## src/rtl/bus_if_pkg.sv

```systemverilog
// Shared definitions for the bus_if initiator: FSM encoding, active-low
// strobe levels, bus direction values, widths and the timeout default.
package bus_if_pkg;

  typedef enum logic [1:0] {
    ST_IDLE   = 2'd0,
    ST_REQ    = 2'd1,
    ST_ACCESS = 2'd2,
    ST_WAIT   = 2'd3
  } bus_state_e;

  // Levels for the active-low bus strobes (bus_req_, bus_as_, bus_grnt_, bus_rdy_)
  localparam logic ENABLE_  = 1'b0;
  localparam logic DISABLE_ = 1'b1;

  // Values carried on bus_rw / req_rw
  localparam logic BUS_READ  = 1'b1;
  localparam logic BUS_WRITE = 1'b0;

  localparam int unsigned ADDR_W          = 30;
  localparam int unsigned DATA_W          = 32;
  localparam int unsigned TIMEOUT_CYC_DEF = 255;

  // True when an active-low strobe is driven to its asserted level
  function automatic logic is_asserted(input logic sig_n);
    return (sig_n == ENABLE_);
  endfunction

endpackage

```

## src/rtl/bus_if_wdt.sv

```systemverilog
// WAIT-state watchdog for bus_if. Counts enabled cycles after a clear and
// flags the cycle in which the TIMEOUT_CYC-th enabled cycle is being spent.
// The count saturates rather than wrapping.
module bus_if_wdt
  import bus_if_pkg::*;
#(
  parameter int unsigned TIMEOUT_CYC = TIMEOUT_CYC_DEF
) (
  input  logic clk,
  input  logic reset,
  input  logic clear,
  input  logic enable,
  output logic expired
);

  // A zero limit is treated as one so the counter always has a terminal value
  localparam int unsigned      LIMIT = (TIMEOUT_CYC < 1) ? 1 : TIMEOUT_CYC;
  localparam int unsigned      CNT_W = $clog2(LIMIT + 1);
  localparam logic [CNT_W-1:0] SAT   = CNT_W'(LIMIT);
  localparam logic [CNT_W-1:0] LAST  = CNT_W'(LIMIT - 1);

  logic [CNT_W-1:0] r_cnt;

  // Cycle counter: cleared on request, advanced while enabled, held at SAT
  always_ff @(posedge clk) begin
    if (!reset) begin
      r_cnt <= '0;
    end else if (clear) begin
      r_cnt <= '0;
    end else if (enable && (r_cnt != SAT)) begin
      r_cnt <= r_cnt + 1'b1;
    end
  end

  // r_cnt holds the number of enabled cycles already completed, so the
  // current cycle is the last permitted one once r_cnt reaches LIMIT-1
  always_comb begin
    expired = enable && (r_cnt >= LAST);
  end

endmodule

```

## src/rtl/bus_if.sv

```systemverilog
// Single-master bus initiator. A core request is captured in IDLE, the bus
// is requested (REQ), one address-strobe cycle is issued (ACCESS) and the
// slave's ready is awaited (WAIT) under a watchdog. Completion pulses done
// (and latches read data); a watchdog expiry pulses err instead.
module bus_if
  import bus_if_pkg::*;
#(
  parameter int unsigned TIMEOUT_CYC = TIMEOUT_CYC_DEF
) (
  input  logic              clk,
  input  logic              reset,
  input  logic              req_valid,
  input  logic              req_rw,
  input  logic [ADDR_W-1:0] req_addr,
  input  logic [DATA_W-1:0] req_wr_data,
  output logic              busy,
  output logic              done,
  output logic              err,
  output logic [DATA_W-1:0] rd_data,
  output logic              bus_req_,
  input  logic              bus_grnt_,
  output logic              bus_as_,
  output logic              bus_rw,
  output logic [ADDR_W-1:0] bus_addr,
  output logic [DATA_W-1:0] bus_wr_data,
  input  logic [DATA_W-1:0] bus_rd_data,
  input  logic              bus_rdy_
);

  bus_state_e        r_state;
  bus_state_e        w_state_nxt;

  logic              r_rw;
  logic [ADDR_W-1:0] r_addr;
  logic [DATA_W-1:0] r_wr_data;
  logic [DATA_W-1:0] r_rd_data;
  logic              r_done;
  logic              r_err;

  logic              w_accept;
  logic              w_complete;
  logic              w_timeout;
  logic              w_expired;
  logic              w_wdt_clear;
  logic              w_wdt_en;

  // A request is taken only in a quiet IDLE cycle: the cycle carrying the
  // done pulse belongs to the finished access, so a req_valid still held
  // from it is not mistaken for a new request.
  assign w_accept   = (r_state == ST_IDLE) && req_valid && !r_done;

  // bus_rdy_ only matters in WAIT; completion outranks a coincident expiry
  assign w_complete = (r_state == ST_WAIT) && is_asserted(bus_rdy_);
  assign w_timeout  = (r_state == ST_WAIT) && !is_asserted(bus_rdy_) && w_expired;

  bus_if_wdt #(
    .TIMEOUT_CYC (TIMEOUT_CYC)
  ) u_wdt (
    .clk     (clk),
    .reset   (reset),
    .clear   (w_wdt_clear),
    .enable  (w_wdt_en),
    .expired (w_expired)
  );

  // State register
  always_ff @(posedge clk) begin
    if (!reset) begin
      r_state <= ST_IDLE;
    end else begin
      r_state <= w_state_nxt;
    end
  end

  // Next-state decode
  always_comb begin
    w_state_nxt = r_state;
    case (r_state)
      ST_IDLE: begin
        if (w_accept) begin
          w_state_nxt = ST_REQ;
        end
      end
      ST_REQ: begin
        if (is_asserted(bus_grnt_)) begin
          w_state_nxt = ST_ACCESS;
        end
      end
      ST_ACCESS: begin
        w_state_nxt = ST_WAIT;
      end
      ST_WAIT: begin
        if (w_complete || w_timeout) begin
          w_state_nxt = ST_IDLE;
        end
      end
      default: begin
        w_state_nxt = ST_IDLE;
      end
    endcase
  end

  // State-decoded outputs: bus strobes, watchdog control and core stall
  always_comb begin
    bus_req_    = ENABLE_;
    bus_as_     = DISABLE_;
    w_wdt_clear = 1'b0;
    w_wdt_en    = 1'b0;
    case (r_state)
      ST_IDLE: begin
        bus_req_ = DISABLE_;
      end
      ST_REQ: begin
        bus_req_ = ENABLE_;
      end
      ST_ACCESS: begin
        bus_as_     = ENABLE_;
        w_wdt_clear = 1'b1;
      end
      ST_WAIT: begin
        w_wdt_en = 1'b1;
      end
      default: begin
        bus_req_ = DISABLE_;
      end
    endcase
    busy = (r_state != ST_IDLE) || (req_valid && !r_done);
  end

  // Request capture, read-data latch and one-cycle completion/abort pulses
  always_ff @(posedge clk) begin
    if (!reset) begin
      r_rw      <= BUS_READ;
      r_addr    <= '0;
      r_wr_data <= '0;
      r_rd_data <= '0;
      r_done    <= 1'b0;
      r_err     <= 1'b0;
    end else begin
      if (w_accept) begin
        r_rw      <= req_rw;
        r_addr    <= req_addr;
        r_wr_data <= req_wr_data;
      end
      if (w_complete && (r_rw != BUS_WRITE)) begin
        r_rd_data <= bus_rd_data;
      end
      r_done <= w_complete;
      r_err  <= w_timeout;
    end
  end

  assign bus_rw      = r_rw;
  assign bus_addr    = r_addr;
  assign bus_wr_data = r_wr_data;
  assign rd_data     = r_rd_data;
  assign done        = r_done;
  assign err         = r_err;

endmodule

```

## config.mk

```make
export PLATFORM = sky130hd
export DESIGN_NAME = bus_if
export DESIGN_NICKNAME = d
export VERILOG_FILES = /design/src/rtl/bus_if_pkg.sv /design/src/rtl/bus_if_wdt.sv /design/src/rtl/bus_if.sv
export SDC_FILE = /design/constraint.sdc
export NUM_CORES = 1
export LEC_CHECK = 0
export CELL_PAD_IN_SITES_DETAIL_PLACEMENT = 0
export CELL_PAD_IN_SITES_GLOBAL_PLACEMENT = 1
export CORE_MARGIN = 2
export CORE_UTILIZATION = 33
export DETAILED_ROUTE_END_ITERATION = 8
export PLACE_DENSITY_LB_ADDON = 0.1
export SLEW_MARGIN = 15
export SYNTH_ARGS = -nofsm -noshare
export SYNTH_HDL_FRONTEND = slang
export SYNTH_HIERARCHICAL = 1
export SYNTH_SLANG_ARGS = --single-unit
```

## constraint.sdc

```tcl
create_clock -name clk -period 3.9 [get_ports clk]
set_input_delay 0.78 -clock clk [delete_from_list [all_inputs] [get_ports clk]]
set_output_delay 0.78 -clock clk [all_outputs]
set_load 0.03 [all_outputs]
```

; Word level (Yosys, flattened, before mapping)
; Cells that the tools add are included.
[totals]
reg_bits = 107
input_bits = 100
word_cells = 43
[op_classes]
n_addsub = 1
magnitude_cmp = 1
eq_ne = 7
mux = 8
bitwise_logic = 2
n_reduce_logical = 16
[op_table]
columns = operator, n
row1 = 1-bit logical AND, 9
row2 = 8-bit by 1-bit adder with 8-bit output (second input constant), 1
row3 = 8-bit >= comparator (second input constant), 1
row4 = 8-bit inequality test (second input constant), 1
row5 = 2-bit one-hot mux with 4 select lines, 1
row6 = 2-bit 2-to-1 mux, 3
row7 = 2-bit == test (second input constant), 2
row8 = 1-bit 2-to-1 mux, 4
row9 = 2-bit inequality test (second input constant), 2
row10 = 3-bit AND reduction, 1
row11 = 2-bit by 1-bit == test with 1-bit output (second input constant), 1
row12 = 2-bit logical NOT, 1
row13 = 1-bit logical OR, 2
row14 = 2-bit by 1-bit inequality test with 1-bit output (second input constant), 1
row15 = 1-bit inverter, 2
row16 = 2-bit nonzero test, 1
row17 = 2-bit OR reduction, 1
row18 = 1-bit logical NOT, 1

; Longest topological paths before layout
; Gate-level depths: netlist (run 1).
[logic_depth]
ltp_word = 7
depth_mapped = 7

; By module
; Netlist (run 1), hierarchy kept.
[modules_own_cells]
columns = module, instances, cells_each, area_each_um2, seq_area_each_um2
row1 = bus_if, 1, 442, 4217.8, 1981.9
row2 = bus_if_wdt, 1, 52, 456.7, 160.2

; Least setup slack after synthesis (run 1)
; Ideal clock, no wire load.
[synth_timing]
kind = register to output
startpoint = register r_state[0]
endpoint = output port busy
arrival_ns = 1.107
required_time_ns = 3.120
path_slack_ns = 2.013
stages_incl_launch_ff = 4
n_path_buf = 0
cell_sequence = dfxtp_1 > inv_1 > ha_1 > nand2_1
[synth_via]
elab_chain_len = 2
[synth_lines]
columns = element, line
row1 = "start, declared", bus_if.sv:30  ; bus_state_e r_state;
row2 = "start signal, assigned", bus_if.sv:71  ; r_state <= w_state_nxt;
row3 = 2-bit nonzero test, bus_if.sv:127  ; busy = (r_state != ST_IDLE) || (req_valid && !r_done);
row4 = 1-bit logical OR, bus_if.sv:127
row5 = "end, declared", bus_if.sv:16  ; output logic busy,
; Every way passes these cells.

; Final worst setup path (run 1)
[layout_timing]
startpoint = input port req_valid
endpoint = output port busy
[layout_via]
elab_chain_len = 2
[layout_lines]
columns = element, line
row1 = "start, declared", bus_if.sv:12  ; input logic req_valid,
row2 = 1-bit logical AND, bus_if.sv:127
row3 = 1-bit logical OR, bus_if.sv:127
; Every way passes these cells.

==> impl_metrics.py, run 1 <==
metrics = {
    "outcome": {
        "outcome": "finished clean",
    },
    "timing": {
        "tns_ns": 0,
        "whs_ns": 0.454,
        "tightest_slew_ns": 0.775,
        "min_period_ns": 2.90,
        "rsz0062_at_grt": "false",
        "timing.final.crit_share_pct": 74.3,
        "hold_violations": 0,
        "setup_violations": 0,
        "max-slew-margin-rel_pct": 48.3,
        "max_freq_ghz": 0.345,
        "slew_viol_final": 0,
        "finClkSkew_ns": 0.00526,
    },
    "pwr": {
        "p_switching_mw": 1.29,
        "internal-power_mw": 2.46,
        "ir_drop_v": 0.000359,
        "p_leak_nw": 2.48,
        "combPwrFrac_pct": 37.1,
        "seqPwrFrac_pct": 35.2,
        "pwr-share-clk_pct": 27.7,
        "cellPowerDensity_nw_per_um2": 532,
        "power_mw": 3.75,
        "swShare_pct": 34.4,
    },
    "synthesis": {
        "async_reset_ff_share_pct": 0,
        "yosys.cell_types.count": 34,
        "synthTopCellsByCount": "143 x nand2_1, 107 x dfxtp_1, 59 x a21boi_2, 59 x nand2_2, 35 x a21boi_1",
        "synth_xor_area_share_pct": 0,
        "synth-edff-count": 0,
        "ys_ff_latch": 107,
        "synthFlopType": "dfxtp_1",
        "synth_area_sq_um": 4670,
        "syn_inst": 494,
        "synth_area_leaders": "dfxtp_1 46%, a21boi_2 14%, nand2_1 11%, nand2_2 7.9%, a21boi_1 5.6%",
        "synth_most_common_cell": "nand2_1",
        "synthSimpleGateAreaFrac_pct": 23.3,
        "synthMuxAreaShare_pct": 0.857,
        "synth_top_area_share_pct": 45.8,
        "synth_top_family_by_area": "simple AND/OR/NAND/NOR gates",
        "synth_fa_ha_area_share_pct": 1.87,
        "yosys.area.top_type": "dfxtp_1",
        "yosysWarnings": 6,
        "mappedNetlistNets": 601,
        "synth_compound_area_share_pct": 22.4,
        "synth_seq_area_share_pct": 45.8,
        "synth.avg_cell_area_sq_um": 9.46,
    },
    "routing": {
        "drcViolationCount": 0,
        "drt-pass1-iter-count": 4,
        "wl_mm": 12.1,
        "antenna_left": 0,
        "avgViaCountPerCell": 4.52,
        "drt_iter0_markers": 164,
        "vias": 3900,
        "wl_per_cell_um": 14.0,
    },
    "setup_path": {
        "cpLargestDelayFamily": "buffers and inverters",
        "crit_type": "in -> out",
        "cp_common_cell": "clkdlybuf4s50_1",
        "slowest_stage": "clkdlybuf4s50_1",
        "cp-end-kind": "output pin",
        "path_cells": "clkdlybuf4s50_1 > nand2b_1 > nand2_1 > clkdlybuf4s50_1",
        "worstPathMaxFanout": 3,
        "cp.arrival_ns": 2.12,
        "slowest_delay_ns": 0.66,
        "worstPathRequired_ns": 3.12,
        "critPathBufInv": 2,
        "start_kind": "input port",
    },
    "floorplan": {
        "core_sq_um": 13900,
        "rows": 43,
        "start_util_pct": 33.7,
        "die_area_sq_um": 15100,
        "die_h_um": 123,
        "fp.dieW_um": 123,
        "io_pins": 200,
    },
    "clocking": {
        "cts_max_path_buffers": 2,
        "cts_tree": "yes",
        "ctsRootBufferMaster": "clkbuf_16",
        "clkLatencyLatePin_ns": 0.35,
        "post_cts_resized": 0,
        "cts_buffers": 9,
        "cts-htree-levels": 3,
        "post_cts_buffers": 0,
        "clock_sinks": 107,
        "holdBufCountCts": 0,
        "clkTransAtPathRegs_ns": 0.07,
    },
    "place": {
        "gp_congestion": 0.751,
        "placed_area_sq_um": 6700,
        "dp_cells": 846,
        "hpwl_mm": 8.47,
        "port_buffers": 199,
    },
    "global_route": {
        "grt_use_total_pct": 15.9,
        "grt_pass1_wl_mm": 18.8,
        "first_global_vias": 3682,
        "grt_overflow": 0,
        "grt_max_degree": 53,
        "antenna_found_initial": 0,
    },
    "cells_and_area": {
        "antenna_cells": 0,
        "drive_above_1_share_pct": 21.6,
        "nets": 784,
        "synthToLayoutAreaGrowth_pct": 50.7,
        "stdcell_area_sq_um": 7040,
        "final_cells": 862,
    },
    "job": {
        "cap_violations": 0,
    },
    "hold_path": {
        "hold_class": "reg -> reg",
    },
}
==> state kept, by name, summed over array words and instances, names as in the netlist <==
signal       cells
bus_addr        30
bus_rw           1
bus_wr_data     32
done             1
err              1
r_state          2
rd_data         32
u_wdt/r_cnt      8
==> placed cells by master (no fill, tap or decap), types with 3 or more instances in the layout <==
cell type,n
nor3_1,3
bufinv_16,3
a31oi_1,3
clkdlybuf4s50_1,198
a21oi_1,3
nor2_1,3
o21ai_0,3
a21boi_1,35
nand2_2,59
nand2_1,143
clkbuf_16,9
a21boi_2,59
nand3_1,5
mux2i_1,4
dfxtp_1,107
buf_4,3
ha_1,7
inv_1,5
==> per-layer routing <==
layer / GRT usage (%) / up-vias / part of all wire, %
li1: - / 1980 / -
met1: 19.3 / 1776 / 43
met2: 26.7 / 134 / 48
met3: 5.35 / 10 / 7.5
met4: 4.40 / 0 / 1.3
met5: 0 / - / 0
==> path summary, 6_finish.rpt <==
| kind | start | to | slack [ns] | depth (start not counted) |
|---|---|---|---|---|
| worst max-delay path | req_valid | busy | 1.00 | 4 |
| worst min-delay path | rd_data[0]$_SDFFE_PN0P_ | rd_data[0]$_SDFFE_PN0P_ | 0.45 | 2 |
| worst max register to register | r_state[0]$_SDFFE_PN0P_ | r_state[0]$_SDFFE_PN0P_ | 1.84 | 6 |
| worst min register to register | rd_data[0]$_SDFFE_PN0P_ | rd_data[0]$_SDFFE_PN0P_ | 0.45 | 2 |
==> stage by stage <==
stage / setup slack (ns) / utilization (%)
after detailed placement: 1.01 / 48.3
final: 1.00 / 50.7
after global routing: 0.952 / 50.7
after floorplan: 2.01 / -
after global placement: 1.01 / 48.3
after CTS: 0.996 / 50.7
==> worst reg2reg max path: stages (launching register included) <==
cell      delay (ns)
dfxtp_1         0.39
ha_1            0.42
o21ai_0         0.15
nor3_1          0.25
and3b_1         0.23
a221oi_2        0.30
mux2i_1         0.23
==> power groups by stage <==
stage | clock network, mW | registers (mW) | logic, mW
finish | 1.04 | 1.32 | 1.39
global route | 1.13 | 1.34 | 1.50
CTS | 1.08 | 1.32 | 1.42
detailed placement | 0 | 1.35 | 1.41
global placement | 0 | 1.34 | 1.40
floorplan | 0 | 1.60 | 0.704
==> cells by family after synthesis <==
| family | after synthesis |
|---|---|
| buffers and inverters | 37 |
| adders and majority gates | 7 |
| DFF | 107 |
| muxes | 4 |
| AOI/OAI and AO/OA | 110 |
| and+or+nand+nor | 229 |
==> cell type report <==
class                   count  area [sq um]
well taps                 180           225
flip-flops and latches    107          2140
repair buffers            204          2050
fillers                  1329          6840
clock inverters             5           100
clock buffers              11           243
multi-input cells         350          2270
inverters                   5          18.8
(Power assumes the default switching activity.)
==> run 2, diff against run 1 <==
CORE_UTILIZATION = 28   (was 33)
clock period = 2.4 ns   (was 3.9 ns; I/O delays follow)
==> impl_metrics.py, run 2 (synthesis results as in run 1) <==
metrics = {
    "outcome": {
        "outcome": "finished clean",
    },
    "timing": {
        "slew_viol_final": 0,
        "timing.final.crit_share_pct": 94.7,
        "max_freq_ghz": 0.440,
        "max-slew-margin-rel_pct": 69.7,
        "rsz0062_at_grt": "false",
        "tightest_slew_ns": 0.454,
        "finClkSkew_ns": 0.0111,
        "tns_ns": 0,
        "min_period_ns": 2.27,
        "whs_ns": 0.453,
        "setup_violations": 0,
        "hold_violations": 0,
    },
    "pwr": {
        "swShare_pct": 36.8,
        "pwr-share-clk_pct": 23.3,
        "power_mw": 5.82,
        "ir_drop_v": 0.000596,
        "cellPowerDensity_nw_per_um2": 824,
        "combPwrFrac_pct": 39.9,
        "internal-power_mw": 3.68,
        "seqPwrFrac_pct": 36.9,
        "p_switching_mw": 2.14,
        "p_leak_nw": 2.47,
    },
    "clocking": {
        "cts_buffers": 9,
        "post_cts_buffers": 0,
        "clock_sinks": 107,
        "clkTransAtPathRegs_ns": 0.07,
        "holdBufCountCts": 0,
        "ctsRootBufferMaster": "clkbuf_16",
        "cts_tree": "yes",
        "clkLatencyLatePin_ns": 0.35,
        "cts-htree-levels": 3,
        "cts_max_path_buffers": 2,
    },
    "setup_path": {
        "cpLargestDelayFamily": "buffers and inverters",
        "cp.arrival_ns": 1.79,
        "cp-end-kind": "output pin",
        "path_cells": "inv_1 > ha_1 > clkdlybuf4s50_1",
        "critPathBufInv": 2,
        "worstPathRequired_ns": 1.92,
        "slowest_stage": "clkdlybuf4s50_1",
        "crit_type": "reg -> out",
        "start_kind": "flop",
        "ff2ff_setup_slack_ns": 0.38,
        "worstPathMaxFanout": 5,
        "slowest_delay_ns": 0.71,
    },
    "floorplan": {
        "fp.dieW_um": 133,
        "die_h_um": 133,
        "core_sq_um": 16500,
        "rows": 47,
        "io_pins": 200,
        "start_util_pct": 28.4,
        "die_area_sq_um": 17700,
    },
    "cells_and_area": {
        "nets": 787,
        "register_area_sq_um": 2140,
        "mostFrequentLayoutCells": "196 x clkdlybuf4s50_1, 143 x nand2_1, 107 x dfxtp_1, 59 x nand2_2, 59 x a21boi_2",
        "antenna_cells": 0,
        "n_fill_cell": 1622,
        "multi_input_area_sq_um": 2270,
        "synthToLayoutAreaGrowth_pct": 51.1,
        "drive_above_1_share_pct": 21.8,
        "final_common_cell": "clkdlybuf4s50_1",
    },
    "global_route": {
        "first_global_vias": 3857,
        "grt_max_degree": 97,
        "antenna_found_initial": 0,
        "grt_overflow": 0,
        "grt_use_total_pct": 14.8,
        "grt_pass1_wl_mm": 20.5,
    },
    "routing": {
        "wl_per_cell_um": 14.3,
        "wl_mm": 13.0,
        "drt-pass1-iter-count": 4,
        "drcViolationCount": 0,
        "drt_iter0_markers": 130,
        "vias": 3858,
        "antenna_left": 0,
        "avgViaCountPerCell": 4.27,
    },
    "job": {
        "cap_violations": 0,
    },
    "place": {
        "gp_congestion": 0.755,
        "hpwl_mm": 9.01,
        "port_buffers": 199,
    },
    "hold_path": {
        "hold_class": "reg -> reg",
    },
}
-- run 2: cell count changes in the layout (fill, tap and decap cells not counted), sizes merged --
| cell | change |
|---|---|
| clkdlybuf4s50 | -2 |
| clkinv | +2 |
| bufinv | -3 |
| buf | +3 |
| clkbuf | -1 |
| dlymetal6s2s | +2 |
| clkinvlp | +1 |
-- run 2: power groups by stage --
stage / combinational, mW / clock, mW / sequential (mW)
6_report: 2.32 / 1.36 / 2.15
4_1_cts: 2.37 / 1.43 / 2.15
5_1_grt: 2.50 / 1.50 / 2.18
2_1_floorplan: 1.14 / 0 / 2.60
3_5_place_dp: 2.36 / 0 / 2.19
3_3_place_gp: 2.34 / 0 / 2.17
-- run 2: final timing paths --
kind,to,start,cells after the start
max reg2reg,r_state[0]$_SDFFE_PN0P_,r_state[0]$_SDFFE_PN0P_,6
min,rd_data[27]$_SDFFE_PN0P_,rd_data[27]$_SDFFE_PN0P_,2
min reg2reg,rd_data[27]$_SDFFE_PN0P_,rd_data[27]$_SDFFE_PN0P_,2
max,bus_req_,r_state[0]$_SDFFE_PN0P_,3
-- run 2: layout make-up --
class / count / area share, %
clock inverters: 5 / 0.443
clock buffers: 10 / 3.24
repair buffers: 207 / 29.8
flip-flops and latches: 107 / 30.3
multi-input cells: 350 / 32.1
inverters: 5 / 0.266
well taps: 220 / 3.90
-- run 2: through the flow --
stage / instance area [sq um] / utilization [%] / setup WS, ns / std cells
after global placement: 6800 / 41.3 / 0.104 / 889
after detailed placement: 6800 / 41.3 / 0.103 / 889
final: 7060 / 42.9 / 0.128 / 904
after floorplan: 4670 / - / 0.760 / 494
after CTS: 7060 / 42.9 / 0.0254 / 904
after global routing: 7060 / 42.9 / 0.0229 / 904
-- run 2: what timing repair did --
| action | in CTS | in global routing |
|---|---|---|
| endpoints found under the setup margin | 0 | 2 |
| hold endpoints to repair | 0 | 0 |
| gates resized for setup | 0 | 2 |
-- run 2: worst reg2reg max path, cell delays in order (launching register included) --
cell and delay [ns]:
dfxtp_1 0.39, ha_1 0.40, o21ai_0 0.15, nor3_1 0.27, and3b_1 0.23, a221oi_2 0.27
mux2i_1 0.24
-- run 2: layer usage --
metal / up-vias / GRT usage [%] / share of wire (%)
li1: 1982 / - / -
met1: 1752 / 17.8 / 44
met2: 107 / 25.3 / 48
met3: 17 / 3.01 / 5.0
met4: 0 / 6.86 / 2.5
met5: - / 0 / 0
==> run 3, diff against run 2 <==
SKIP_LAST_GASP = 1   (was unset)
==> results of run 3 <==
The final DEF is identical to that of run 2; final timing and power are the same.
